### src/rtl/max_reduce_int32_stream.sv
// Streaming signed-max reduction: one signed element per beat in, one
// {max, first index of max, element count} result out per vector.
module max_reduce_int32_stream #(
    parameter int WIDTH = 32,
    parameter int IDX_W = 16
) (
    input  logic             clk,
    input  logic             rst,
    input  logic             in_valid,
    output logic             in_ready,
    input  logic [WIDTH-1:0] in_data,
    input  logic             in_last,
    output logic             out_valid,
    input  logic             out_ready,
    output logic [WIDTH-1:0] out_max,
    output logic [IDX_W-1:0] out_idx,
    output logic [IDX_W-1:0] out_count
);

    typedef enum logic [1:0] {
        IDLE  = 2'd0,
        ACCUM = 2'd1,
        DONE  = 2'd2
    } state_t;

    state_t                  state;
    state_t                  state_nxt;
    logic signed [WIDTH-1:0] acc;
    logic        [IDX_W-1:0] acc_idx;
    logic        [IDX_W-1:0] pos;
    logic        [IDX_W-1:0] count;
    logic                    accept;
    logic                    greater;

    function automatic logic [IDX_W-1:0] sat_inc(input logic [IDX_W-1:0] v);
        return (v == {IDX_W{1'b1}}) ? v : v + IDX_W'(1);
    endfunction

    assign in_ready  = (state != DONE);
    assign out_valid = (state == DONE);
    assign accept    = in_valid && in_ready;
    // Strict compare: an equal value never displaces the earlier index.
    assign greater   = ($signed(in_data) > acc);

    assign out_max   = acc;
    assign out_idx   = acc_idx;
    assign out_count = count;

    always_ff @(posedge clk) begin
        if (rst) begin
            state <= IDLE;
        end else begin
            state <= state_nxt;
        end
    end

    always_comb begin
        state_nxt = state;
        case (state)
            IDLE, ACCUM: begin
                if (accept) begin
                    state_nxt = in_last ? DONE : ACCUM;
                end
            end
            DONE: begin
                if (out_ready) begin
                    state_nxt = IDLE;
                end
            end
            default: state_nxt = IDLE;
        endcase
    end

    always_ff @(posedge clk) begin
        if (rst) begin
            acc     <= '0;
            acc_idx <= '0;
            pos     <= '0;
            count   <= '0;
        end else if (accept) begin
            if (state == IDLE) begin
                acc     <= $signed(in_data);
                acc_idx <= '0;
                pos     <= IDX_W'(1);
                count   <= IDX_W'(1);
            end else begin
                if (greater) begin
                    acc     <= $signed(in_data);
                    acc_idx <= pos;
                end
                pos   <= pos + IDX_W'(1);
                count <= sat_inc(count);
            end
        end
    end

endmodule
### config.mk
export PLATFORM = sky130hd
export DESIGN_NAME = max_reduce_int32_stream
export DESIGN_NICKNAME = d
export VERILOG_FILES = /design/src/rtl/max_reduce_int32_stream.sv
export SDC_FILE = /design/constraint.sdc
export NUM_CORES = 1
export LEC_CHECK = 0
export ABC_AREA = 1
export BUFFER_PORTS_ARGS = -buffer_cell sky130_fd_sc_hd__buf_4
export CAP_MARGIN = 40
export CORE_UTILIZATION = 40
export DETAILED_ROUTE_END_ITERATION = 10
export GPL_ROUTABILITY_DRIVEN = 1
export PLACE_DENSITY = 0.68
export SETUP_SLACK_MARGIN = 0.2
export SLEW_MARGIN = 20
export SYNTH_ARGS = -nofsm -noshare
export SYNTH_HDL_FRONTEND = slang
export SYNTH_SLANG_ARGS = --single-unit
### constraint.sdc
create_clock -name clk -period 2.3 [get_ports clk]
set_input_delay 0.345 -clock clk [delete_from_list [all_inputs] [get_ports clk]]
set_output_delay 0.345 -clock clk [all_outputs]
set_load 0.02 [all_outputs]
==> impl_metrics.csv <==
group,metric,value,unit
outcome,status,"finished, final reports clean",
floorplanning,die_w,109,um
floorplanning,io_pins,103,
timing,whs,0.240,ns
power_and_ir_drop,peakVddDrop,0.396,mV
global_routing,grt_max_degree,81,
global_routing,antenna_found_initial,0,
floorplanning,rows,38,
synth,synth.distinct_cells,36,
critical_path,critPathMaxFanout,7,
power_and_ir_drop,seqPwrFrac,0.333,
critical_path,worst_r2r_path_depth,15,
critical_path,cp_cell_sequence,"inv_1 -> ha_4 -> nand2_1 -> nor2_1 -> nand2_2 -> nor3b_4 -> nand2_4 -> nand2_2 -> nand2_2 -> nand3_4 -> buf_12 -> clkbuf_16 -> nand3_2 -> nand2_1 -> nor2_1",
critical_path,setup.worst_path.start,"out_max[25]",
critical_path,cpMaxStageDelayCell,"dfxtp_2",
timing,maxSlewHeadroom,0.335,
clock_network,ctsHoldBuffers,0,
synth,synthFlopType,"dfxtp_1",
clock_network,clk_pin_slew,0.06,ns
hold_path,hp-start,"in_data[10]",
detailed_routing,drt_iter0_drc,238,
global_routing,top_usage_layer,"met2",
global_routing,overflow,0,
hold_path,holdCritPathClass,"in -> reg",
synth,synth-edff-count,0,
critical_path,crit_required,2.53,ns
synth,synth-warning-count,0,
timing,setup_viol,0,
power_and_ir_drop,clkPwrFrac,0.352,
place,io_buffers,102,
hold_path,hold_end,"out_max[10]",
critical_path,start_kind,"register",
timing,slew_viol_final,0,
detailed_routing,wire_per_inst,14.7,um
detailed_routing,vias,4789,
synth,synth.avg_cell_area,7.17,um^2
synth,syn-num-nets,708,
floorplanning,die_h,109,um
detailed_routing,antenna_left,0,
power_and_ir_drop,internal-power,0.00327,W
detailed_routing,dr.pass1.iters,5,
clock_network,h-tree-depth,3,
floorplanning,initial_core_util,0.416,
power_and_ir_drop,powerDensity,726,mW/mm^2
run,cap_viol_max_count,0,
critical_path,rr_endpoint,"out_max[24]",
power_and_ir_drop,switching_share,0.311,
timing,finalHoldViolCount,0,
clock_network,clkLatencyLatePin,0.34,ns
global_routing,grt_use_met1,0.246,
timing,finalCritPeriodShare,0.963,
timing,worstMarginPinSlew,0.998,ns
clock_network,cts_inserted_buffers,9,
critical_path,crit_family,"simple AND/OR/NAND/NOR gates",
power_and_ir_drop,power.leakage,2.90,nW
timing,max_freq,452,MHz
clock_network,cts_tree,"built",
power_and_ir_drop,total_power,0.00475,W
detailed_routing,drt-total-wl,13.2,mm
critical_path,critical-path-max-stage-delay,0.34,ns
critical_path,cp_data_arrival_time,2.44,ns
synth,ys_seq_area_frac,0.359,
timing,layout_min_cycle_time,2.21,ns
place,dp_hpwl,8.24,mm
finish,n_antenna_cell,0,
global_routing,grt_use_met2,0.348,
critical_path,end_kind,"register",
place,globalplace.congestion,0.808,
critical_path,r2r_start,"out_max[25]",
timing,clock-skew-final,0.00523,ns
critical_path,cpMostUsedCell,"nand2_2",
hold_path,hold_depth,3,
finish,layout.nets,825,
global_routing,met3_usage,0.0484,
finish,filler_cell_count,949,
global_routing,grtUsageTotal,0.203,
synth,async_flop_share,0,
critical_path,path_class,"reg -> reg",
finish,postLayoutCoreUtil,0.596,
power_and_ir_drop,combPwrFrac,0.315,
clock_network,root_buffer,"clkbuf_16",
synth,synth_cells,637,
critical_path,reg2reg_setup_slack,0.09,ns
global_routing,grt_pass1_wl,19.1,mm
synth,netlist_area,0.00457,mm^2
clock_network,cts.sinks,82,
global_routing,grt_pass1_vias,4348,
power_and_ir_drop,p_sw,0.00148,W
timing,rsz0062_at_grt,"yes",
finish,drive_above_1_share,0.342,
critical_path,crit_buf_inv,3,
clock_network,clk_path_buf_depth,2,
synth,synth_seq_cells,82,
detailed_routing,remaining_drc_errors,0,
detailed_routing,vias_per_cell,5.33,
floorplanning,die_area,0.0118,mm^2
floorplanning,core_area,0.0110,mm^2
finish,areaGrowthSynthToFinish,43.2,%
## flip-flops by register name, summed over array words and instances, names as in the netlist
signal	flops
pos	16
out_max	32
out_idx	16
state	2
out_count	16
## layer usage
metal,vias up,wire (um),part of all wire
li1,2351,-,-
met1,2247,5690,0.43
met2,163,6470,0.49
met3,28,756,0.057
met4,0,287,0.022
met5,-,0,0
## power by group through the flow
stage                     clock (W)  combinational (W)  sequential [W]
after floorplan                   0           0.000645         0.00169
after global placement            0            0.00103         0.00160
after detailed placement          0            0.00107         0.00160
after CTS                   0.00170            0.00121         0.00158
after global routing        0.00176            0.00163         0.00159
final                       0.00167            0.00150         0.00158
## worst max path at each step
| stage | endpoint | cells after the start |
|---|---|---|
| finish | out_max[24] | 15 |
| global route | out_max[15] | 14 |
| CTS | out_max[25] | 15 |
| detailed placement | out_max[7] | 12 |
| global placement | out_max[5] | 13 |
| floorplan | out_max[10] | 13 |
## cells in the final DEF (no fill, tap or decap), drive strengths merged
cell and count:
clkinv 4, xor2 5, a211oi 2, bufbuf 1
nor3 11, xnor2 2, o211ai 1, nor2 80
nand3 66, inv 72, a21o 2, a21oi 84
nand3b 1, nand2 117, bufinv 3, clkbuf 14
nand4 24, o21a 2, buf 127, a41oi 1
or2 1, clkinvlp 1, a31oi 1, o211a 1
nor3b 2, ha 34, dfxtp 82, o21ai 17
## worst min-delay path, cell delays in order
cell	delay (ns)
buf_4	0.09
a21oi_1	0.03
nor2_1	0.08
## area by class of cell
type / instances / area [um^2] / share of cell area
multi-input combinational: 454 / 2910 / 0.445
clock buffer: 10 / 239 / 0.0365
sequential: 82 / 1660 / 0.254
tap: 140 / 175 / 0.0268
timing repair buffer: 132 / 1170 / 0.178
inverter: 75 / 282 / 0.0430
clock inverter: 5 / 103 / 0.0157
## metrics by stage
stage | setup WS, ns | instance area (um^2) | setup TNS, ns | cells
2_1_floorplan | 0.216 | 4570 | 0 | 637
3_3_place_gp | 0.0814 | 5440 | 0 | 861
3_5_place_dp | 0.00967 | 5440 | 0 | 861
4_1_cts | 0.178 | 6030 | 0 | 885
5_1_grt | -0.00227 | 6540 | -0.00361 | 898
6_report | 0.0853 | 6540 | 0 | 898
## Yosys cell counts, types with 6 or more instances
| cell type | instances | area, um^2 |
|---|---|---|
| buf_2 | 6 | 30.0 |
| nand3_1 | 63 | 315 |
| o21ai_0 | 16 | 80.1 |
| nor3_1 | 9 | 45.0 |
| nand2_1 | 114 | 428 |
| nor2_1 | 75 | 282 |
| inv_1 | 70 | 263 |
| nand4_1 | 24 | 150 |
| dfxtp_1 | 82 | 1640 |
| clkbuf_1 | 11 | 41.3 |
| ha_1 | 34 | 425 |
| a21oi_1 | 84 | 420 |
| buf_6 | 9 | 101 |
## cells by family (layout without fill, tap and decap cells)
family          Yosys count  after routing  share of synthesized area
compound gates          111            111                      0.134
xor+xnor                  7              7                     0.0134
fa+ha+maj                34             34                     0.0932
buf+inv                 102            222                      0.101
flops                    82             82                      0.359
simple gates            301            302                      0.299
## repair_timing
action	4_1_cts	5_1_grt
cloned	2	6
buffers inserted	7	7
pin swaps	18	29
gates resized for setup	40	64
setup endpoints to repair	46	58
Note: power is estimated with default switching activity, not from simulation.
